<file path="config.mk">
export PLATFORM = sky130hd
export DESIGN_NAME = uart_tx
export DESIGN_NICKNAME = d
export VERILOG_FILES = /design/src/rtl/uart_tx.sv
export SDC_FILE = /design/constraint.sdc
export NUM_CORES = 1
export LEC_CHECK = 0
export CAP_MARGIN = 20
export CORE_MARGIN = 2
export CORE_UTILIZATION = 55
export CTS_BUF_LIST = sky130_fd_sc_hd__clkbuf_16
export DETAILED_ROUTE_END_ITERATION = 10
export HOLD_SLACK_MARGIN = 0.08
export PLACE_DENSITY = 0.77
export SETUP_SLACK_MARGIN = 0.4
export SLEW_MARGIN = 20
export SYNTH_ARGS = -nofsm -noshare
export SYNTH_HDL_FRONTEND = slang
export SYNTH_SLANG_ARGS = --single-unit
</file>
<file path="constraint.sdc">
create_clock -name i_clk -period 3 [get_ports i_clk]
set_input_delay 0.45 -clock i_clk [delete_from_list [all_inputs] [get_ports i_clk]]
set_output_delay 0.45 -clock i_clk [all_outputs]
set_load 0.01 [all_outputs]
</file>
<file path="src/rtl/uart_tx.sv">
// uart_tx: AXI-Stream byte in, 8-bit UART frame out on o_txd.
// Start bit, LSB-first data, optional parity, 1 or 2 stop bits.
module uart_tx #(
  parameter int CLKS_PER_BIT = 87,
  parameter int PARITY       = 0,
  parameter int STOP_BITS    = 1
) (
  input  logic       i_clk,
  input  logic       i_rst,
  input  logic       i_s_axis_tvalid,
  input  logic [7:0] i_s_axis_tdata,
  output logic       o_s_axis_tready,
  output logic       o_txd,
  output logic       o_busy
);

  localparam logic [15:0] C_LAST = 16'(CLKS_PER_BIT - 1);
  localparam bit PAR_EN  = (PARITY == 1) || (PARITY == 2);
  localparam bit PAR_ODD = (PARITY == 1);
  localparam logic [2:0] STOP_LAST = (STOP_BITS == 2) ? 3'd1 : 3'd0;

  typedef enum logic [2:0] {
    S_IDLE,
    S_START,
    S_DATA,
    S_PARITY,
    S_STOP
  } state_t;

  state_t      r_state;
  logic [15:0] r_clk_cnt;
  logic [2:0]  r_bit_cnt;
  logic [7:0]  r_shift;
  logic        r_par;
  logic        r_txd;
  logic        r_tready;
  logic        r_busy;
  logic        w_bit_done;

  assign w_bit_done      = (r_clk_cnt == C_LAST);
  assign o_txd           = r_txd;
  assign o_s_axis_tready = r_tready;
  assign o_busy          = r_busy;

  // Frame sequencer: state, bit timing and all registered outputs.
  always_ff @(posedge i_clk) begin
    if (i_rst) begin
      r_state   <= S_IDLE;
      r_clk_cnt <= '0;
      r_bit_cnt <= '0;
      r_shift   <= '0;
      r_par     <= 1'b0;
      r_txd     <= 1'b1;
      r_tready  <= 1'b0;
      r_busy    <= 1'b0;
    end else begin
      unique case (r_state)
        S_IDLE: begin
          r_txd     <= 1'b1;
          r_tready  <= 1'b1;
          r_clk_cnt <= '0;
          r_bit_cnt <= '0;
          if (i_s_axis_tvalid && r_tready) begin
            r_shift  <= i_s_axis_tdata;
            r_par    <= PAR_ODD ? ~^i_s_axis_tdata
                                :  ^i_s_axis_tdata;
            r_tready <= 1'b0;
            r_busy   <= 1'b1;
            r_txd    <= 1'b0;
            r_state  <= S_START;
          end
        end
        S_START: begin
          if (w_bit_done) begin
            r_clk_cnt <= '0;
            r_bit_cnt <= '0;
            r_txd     <= r_shift[0];
            r_state   <= S_DATA;
          end else begin
            r_clk_cnt <= r_clk_cnt + 16'd1;
          end
        end
        S_DATA: begin
          if (w_bit_done) begin
            r_clk_cnt <= '0;
            if (r_bit_cnt == 3'd7) begin
              r_bit_cnt <= '0;
              if (PAR_EN) begin
                r_txd   <= r_par;
                r_state <= S_PARITY;
              end else begin
                r_txd   <= 1'b1;
                r_state <= S_STOP;
              end
            end else begin
              r_bit_cnt <= r_bit_cnt + 3'd1;
              r_shift   <= r_shift >> 1;
              r_txd     <= r_shift[1];
            end
          end else begin
            r_clk_cnt <= r_clk_cnt + 16'd1;
          end
        end
        S_PARITY: begin
          if (w_bit_done) begin
            r_clk_cnt <= '0;
            r_bit_cnt <= '0;
            r_txd     <= 1'b1;
            r_state   <= S_STOP;
          end else begin
            r_clk_cnt <= r_clk_cnt + 16'd1;
          end
        end
        S_STOP: begin
          r_txd <= 1'b1;
          if (w_bit_done) begin
            r_clk_cnt <= '0;
            if (r_bit_cnt == STOP_LAST) begin
              r_bit_cnt <= '0;
              r_tready  <= 1'b1;
              r_busy    <= 1'b0;
              r_state   <= S_IDLE;
            end else begin
              r_bit_cnt <= r_bit_cnt + 3'd1;
            end
          end else begin
            r_clk_cnt <= r_clk_cnt + 16'd1;
          end
        end
        default: begin
          r_state   <= S_IDLE;
          r_clk_cnt <= '0;
          r_bit_cnt <= '0;
          r_txd     <= 1'b1;
          r_tready  <= 1'b0;
          r_busy    <= 1'b0;
        end
      endcase
    end
  end

endmodule

</file>
==> results of run 1 <==
## stage by stage
stage | hold slack [ns] | std cells
detailed placement | 0.471 | 236
finish | 0.477 | 243
global placement | 0.460 | 236
CTS | 0.487 | 243
floorplan | 0.446 | 186
global route | 0.508 | 243
## how the worst max path moves through the flow
| stage | end | slack (ns) | depth (start not counted) |
|---|---|---|---|
| 2_1_floorplan | r_shift[0] | 1.11 | 7 |
| 4_1_cts | r_clk_cnt[2] | 0.60 | 6 |
| 3_5_place_dp | r_clk_cnt[14] | 0.66 | 6 |
| 3_3_place_gp | r_shift[3] | 0.76 | 5 |
| 5_1_grt | r_clk_cnt[14] | 0.45 | 6 |
| 6_report | r_clk_cnt[2] | 0.60 | 6 |
## state kept, by name, indices dropped and copies added (netlist names)
name	flops
o_busy	1
o_s_axis_tready	1
o_txd	1
r_bit_cnt	3
r_clk_cnt	16
r_shift	8
r_state	3
## critical path: cells and delay by family (launching register included)
| family | cells | cell delay, ns |
|---|---|---|
| and+or+nand+nor | 4 | 1.66 |
| DFF | 1 | 0.35 |
| adders and majority gates | 1 | 0.14 |
| buffers and inverters | 1 | 0.07 |
## cell families (layout without fill, tap and decap cells)
group	after synthesis	in the layout	synth area share, %
mux	16	16	10.7
flops	33	33	36.0
simple gates	76	76	27.4
fa+ha+maj	5	5	3.41
buf+inv	15	28	5.04
compound gates	28	28	11.3
xor+xnor	13	13	6.20
## layout by cell type (no fill, tap or decap), types with 2 or more instances in the layout
cell                              instances
sky130_fd_sc_hd__nand3_1                  8
sky130_fd_sc_hd__nand2_1                  7
sky130_fd_sc_hd__buf_4                    2
sky130_fd_sc_hd__o2111ai_1                3
sky130_fd_sc_hd__a21oi_1                 10
sky130_fd_sc_hd__clkdlybuf4s50_1         13
sky130_fd_sc_hd__clkinv_1                 2
sky130_fd_sc_hd__nor2b_1                  8
sky130_fd_sc_hd__nor2_1                  13
sky130_fd_sc_hd__nand2b_1                 3
sky130_fd_sc_hd__o31ai_1                  4
sky130_fd_sc_hd__nor3_1                   2
sky130_fd_sc_hd__and4_1                   5
sky130_fd_sc_hd__mux2i_1                  8
sky130_fd_sc_hd__xnor2_1                  4
sky130_fd_sc_hd__mux2_4                   7
sky130_fd_sc_hd__clkbuf_16                5
sky130_fd_sc_hd__nor2_4                   9
sky130_fd_sc_hd__dfxtp_1                 33
sky130_fd_sc_hd__nand4_1                  5
sky130_fd_sc_hd__inv_1                    6
sky130_fd_sc_hd__nor2_2                   2
sky130_fd_sc_hd__or4_1                    3
sky130_fd_sc_hd__o21ai_0                  3
sky130_fd_sc_hd__xor2_1                   9
sky130_fd_sc_hd__ha_1                     5
sky130_fd_sc_hd__nand3b_1                 2
sky130_fd_sc_hd__nor3b_1                  2
## layer usage
layer  vias up  track usage, %  part of all wire (%)  wire, µm
li1        693               -                     -         -
met1       656            26.1                    45      1660
met2        41            36.5                    49      1810
met3         6            6.21                   4.0       148
met4         0            6.38                   1.1        41
met5         -               0                     0         0
## area by class of cell
type | count | area share [%]
Sequential cell | 33 | 31.5
Multi-Input combinational cell | 138 | 51.6
Clock inverter | 2 | 0.358
Clock buffer | 5 | 5.96
Tap cell | 44 | 2.62
Timing Repair Buffer | 15 | 6.91
Inverter | 6 | 1.07
## power by group through the flow
stage                     combinational (µW)  clock, µW  sequential (µW)
after global placement                  90.2          0              471
final                                   94.5        468              464
after global routing                     102        491              464
after detailed placement                93.7          0              472
after CTS                               94.2        471              463
after floorplan                         64.4          0              469
==> flow_summary.json, run 1 <==
{
  "synthesis.area_per_instance_um2": 9.88,
  "ctsLongestPathBuffers": 2,
  "multi_input_area_um2": 1080,
  "synthMostInstantiatedCell": "sky130_fd_sc_hd__dfxtp_1",
  "min-delay-path-class": "reg2reg",
  "synth_flop_cell": "sky130_fd_sc_hd__dfxtp_1",
  "floorplan.io_pins": 14,
  "core-area_um2": 3100,
  "holdPathStages": 2,
  "grt_pass1_wl_mm": 6.03,
  "fillers": 263,
  "cts_htree_levels": 2,
  "clkPwrFrac_pct": 45.6,
  "place_area_um2": 1970,
  "critical-path-slowest-cell": "sky130_fd_sc_hd__or3_1",
  "design.die.area_um2": 3820,
  "regToRegSetupSlack_ns": 0.60,
  "timing_hold_violations_final": 0,
  "areaGrowthSynthToFinish_pct": 14.3,
  "final-setup-viol-count": 0,
  "postSynthRegisterBits": 33,
  "status": "finished, final reports clean",
  "worst_hold_startpoint": "r_shift[7]",
  "grt_pass1_vias": 1373,
  "timing.setup.critical_path_class": "reg2reg",
  "power_switching_uw": 229,
  "regToRegEndpoint": "r_clk_cnt[2]",
  "maxSlewHeadroom_pct": 30.2,
  "grt_usage_pct": 21.4,
  "fp.dieH_um": 61.8,
  "portBuffers": 13,
  "cp-end-kind": "flip-flop",
  "path_max_fanout": 16,
  "share_comb_of_total_power_pct": 9.2,
  "cpPeakStageDelay_ns": 0.86,
  "ys_top_cells_by_area": "sky130_fd_sc_hd__dfxtp_1 (36%), sky130_fd_sc_hd__mux2_4 (5.7%), sky130_fd_sc_hd__nor2_4 (5.5%), sky130_fd_sc_hd__mux2i_1 (4.4%), sky130_fd_sc_hd__xor2_1 (4.3%)",
  "vdd.ir_drop.worst_mv": 0.395,
  "fin_setup_tns_ns": 0,
  "cp_cell_sequence": "inv_1 > ha_1 > nor3b_1 > and4_1 > or3_1 > nor2_1",
  "clock_sinks": 33,
  "cts_hold_buffers": 0,
  "post_synth_inst_count": 186,
  "post-route-drc-count": 0,
  "wirelength_per_cell_um": 15.1,
  "async_reset_ff_share_pct": 0,
  "total_leakage_power_uw": 0.000720,
  "critical_path.reg2reg.startpoint": "r_clk_cnt[0]",
  "cell_row_count": 20,
  "route.antenna.remaining_nets": 0,
  "die-width_um": 61.8,
  "timing.final.crit_share_pct": 79.9,
  "netlist-cell-type-count": 45,
  "ys_seq_area_share_pct": 36.0,
  "first_pass_iters": 4,
  "cp_arrival_ns": 2.52,
  "pwr_density_cell_nw_per_um2": 489,
  "power_share_of_the_sequential_group_pct": 45.2,
  "drt-initial-drc-count": 102,
  "vias_post_dr": 1396,
  "cts_tree": "yes",
  "crit_required_ns": 3.12,
  "finish.net_count": 215,
  "fraction_of_post_synthesis_cell_area_in_the_top_cell_type_by_area_pct": 36.0,
  "timing.max_cap.violations": 0,
  "number_of_antenna_violations_at_the_first_check_in_global_routing": 0,
  "final_layout_size_suffix_gt1_share_pct": 15.1,
  "critical_path.startpoint_type": "flip-flop",
  "logic_depth_of_the_worst_register_to_register_path": 6,
  "clkSlewWorstSetupHoldPaths_ns": 0.05,
  "cts_resized": 0,
  "maxSlewViolCount": 0,
  "sequential_cell_area_um2": 661,
  "vias_per_cell": 5.74,
  "gr-total-overflow": 0,
  "synth_area_leader_cell": "sky130_fd_sc_hd__dfxtp_1",
  "fin_worst_skew_ns": 0.00369,
  "largest_net_degree_at_the_start_of_global_routing": 26,
  "yosys_warnings": 0,
  "post-route-cell-area_um2": 2100,
  "period_needed_ns": 2.40,
  "layout_setup_ws_ns": 0.602,
  "cts_buffers": 5,
  "dpl_worst_slack_ns": 0.664,
  "timing.hold.worst_endpoint": "r_shift[7]",
  "finalWeightedCongestion": 0.869,
  "rsz_0062_raised_after_global_routing": "false",
  "finalCoreUtilization_pct": 67.7,
  "antennaDiodeCount": 0,
  "power_switching_share_pct": 22.3,
  "syn_area_um2": 1840,
  "power.total_uw": 1030,
  "tightestPinTransition_ns": 1.05,
  "power.internal_uw": 798,
  "cts_setup_buffers": 0,
  "fmax_mhz": 417,
  "synth_commonest_cells": "sky130_fd_sc_hd__dfxtp_1 (33), sky130_fd_sc_hd__nor2_1 (13), sky130_fd_sc_hd__a21oi_1 (10)",
  "detail_route.wirelength_mm": 3.66,
  "clock_network_latency_to_the_later_pin_of_the_worst_skew_pair_ns": 0.28,
  "ctsRootBufferMaster": "sky130_fd_sc_hd__clkbuf_16",
  "worst_setup_path_startpoint": "r_clk_cnt[0]",
  "post_synth_edffs": 0,
  "post_synth_net_total": 202,
  "initial_util_pct": 59.2,
  "post-dp-hpwl_mm": 2.55
}
(Power assumes the default switching activity.)
==> inputs of run 2 (changes only) <==
Clock period 3 ns to 2.5 ns, I/O delays scaled along.
==> flow_summary.json, run 2 (same netlist as run 1, synthesis figures left out) <==
{
  "grt_pass1_vias": 1403,
  "fin_setup_tns_ns": 0,
  "top_reg_by_flops": "r_clk_cnt",
  "final_common_cell": "sky130_fd_sc_hd__dfxtp_1",
  "rsz_0062_raised_after_global_routing": "false",
  "cts_tree": "yes",
  "post-route-drc-count": 0,
  "die-width_um": 61.8,
  "cts_buffers": 5,
  "core-area_um2": 3100,
  "ctsLongestPathBuffers": 2,
  "critical-path-slowest-cell": "sky130_fd_sc_hd__a41oi_4",
  "clock_network_latency_to_the_later_pin_of_the_worst_skew_pair_ns": 0.27,
  "crit_family": "simple AND/OR/NAND/NOR gates",
  "drt-initial-drc-count": 101,
  "maxSlewViolCount": 0,
  "grt_usage_pct": 22.1,
  "final-setup-viol-count": 0,
  "critPathBufInv": 1,
  "tightestPinTransition_ns": 0.471,
  "clkSlewWorstSetupHoldPaths_ns": 0.05,
  "timing.final.crit_share_pct": 79.0,
  "timing.max_cap.violations": 0,
  "ctsRootBufferMaster": "sky130_fd_sc_hd__clkbuf_16",
  "cp_cell_sequence": "inv_1 > ha_1 > nor3b_1 > and4_2 > a41oi_4 > mux2_4",
  "path_max_fanout": 8,
  "layout.cells.most_common_list": "sky130_fd_sc_hd__dfxtp_1 (33), sky130_fd_sc_hd__nor2_1 (13), sky130_fd_sc_hd__clkdlybuf4s50_1 (13), sky130_fd_sc_hd__a21oi_1 (10)",
  "total_leakage_power_uw": 0.000739,
  "vdd.ir_drop.worst_mv": 0.417,
  "largest_reg_flops": 16,
  "vias_per_cell": 5.76,
  "maxSlewHeadroom_pct": 68.5,
  "wirelength_per_cell_um": 14.4,
  "vias_post_dr": 1418,
  "largest_net_degree_at_the_start_of_global_routing": 19,
  "status": "finished, final reports clean",
  "floorplan.io_pins": 14,
  "fillers": 270,
  "cpPeakStageDelay_ns": 0.42,
  "detail_route.wirelength_mm": 3.54,
  "first_pass_iters": 4,
  "critical_path.startpoint_type": "flip-flop",
  "gr-total-overflow": 0,
  "cp_arrival_ns": 2.14,
  "route.antenna.remaining_nets": 0,
  "initial_util_pct": 59.2,
  "finalCoreUtilization_pct": 68.3,
  "post-dp-hpwl_mm": 2.48,
  "clock_sinks": 33,
  "holdPathStages": 1,
  "portBuffers": 13,
  "cts_htree_levels": 2,
  "layout_top_registers": "r_clk_cnt: 16 flops, r_shift: 8 flops",
  "areaGrowthSynthToFinish_pct": 15.4,
  "period_needed_ns": 1.97,
  "fp.dieH_um": 61.8,
  "timing.setup.critical_path_class": "reg2reg",
  "timing_hold_violations_final": 0,
  "fin_worst_skew_ns": 0.00475,
  "design.die.area_um2": 3820,
  "logic_depth_of_the_worst_register_to_register_path": 6,
  "number_of_antenna_violations_at_the_first_check_in_global_routing": 0,
  "crit_cells": 6,
  "crit_required_ns": 2.66,
  "grt_pass1_wl_mm": 6.19,
  "fmax_mhz": 506,
  "cts_hold_buffers": 0,
  "cp-end-kind": "flip-flop",
  "finish.net_count": 217,
  "finalWeightedCongestion": 0.855,
  "min-delay-path-class": "reg2reg",
  "final_layout_size_suffix_gt1_share_pct": 16.3,
  "pwr_density_cell_nw_per_um2": 583,
  "cell_row_count": 20,
  "antennaDiodeCount": 0
}
run 2: changes by cell type in the layout (fill, tap and decap cells not counted):
cell	before	now
sky130_fd_sc_hd__and4_1	5	4
sky130_fd_sc_hd__clkinv_1	2	1
sky130_fd_sc_hd__buf_4	2	4
sky130_fd_sc_hd__and4_2	0	1
sky130_fd_sc_hd__inv_1	6	8
run 2: report_power, final:
| part | switching [µW] | total, µW | internal (µW) |
|---|---|---|---|
| clock | 208 | 566 | 357 |
| combinational | 52.2 | 115 | 62.5 |
| sequential | 13.5 | 556 | 542 |
| total | 274 | 1240 | 962 |
run 2: path summary, 6_finish.rpt:
path / from / endpoint / slack (ns)
max: r_clk_cnt[0] / r_shift[4] / 0.53
min: r_clk_cnt[0] / r_clk_cnt[0] / 0.48
min reg2reg: r_clk_cnt[0] / r_clk_cnt[0] / 0.48
max reg2reg: r_clk_cnt[0] / r_shift[4] / 0.53
run 2: what timing repair did:
action | in CTS | in global routing
setup buffers | 0 | 0
gates resized for setup | 0 | 1
setup endpoints to repair | 0 | 7
run 2: stage by stage:
stage	instance area, µm²	instances	hold slack, ns	total power (µW)	setup WS, ns
after global routing	2120	246	0.513	1280	0.432
after floorplan	1840	186	0.446	640	0.610
after global placement	1980	238	0.460	676	0.521
after CTS	2120	246	0.485	1240	0.442
final	2120	246	0.482	1240	0.525
after detailed placement	1980	238	0.479	680	0.438
run 2: layout make-up:
cell class	count	area, µm²	area share, %
inverter	6	22.5	1.06
multi-input combinational	138	1080	51.2
clock inverter	3	11.3	0.531
tap	44	55.1	2.60
timing repair buffer	17	160	7.56
sequential	33	661	31.2
clock buffer	5	125	5.90
run 2: per-layer routing:
metal,vias to the layer above,routed length [µm],track usage (%)
met4,0,51,7.90
met5,-,0,0
met1,681,1640,27.0
met3,6,125,6.21
li1,703,-,-
met2,28,1720,37.1
run 2: worst reg2reg max path, stage by stage, from the launching register on:
cell                      delay, ns
sky130_fd_sc_hd__dfxtp_1       0.40
sky130_fd_sc_hd__inv_1         0.07
sky130_fd_sc_hd__ha_1          0.18
sky130_fd_sc_hd__nor3b_1       0.14
sky130_fd_sc_hd__and4_2        0.30
sky130_fd_sc_hd__a41oi_4       0.42
sky130_fd_sc_hd__mux2_4        0.35
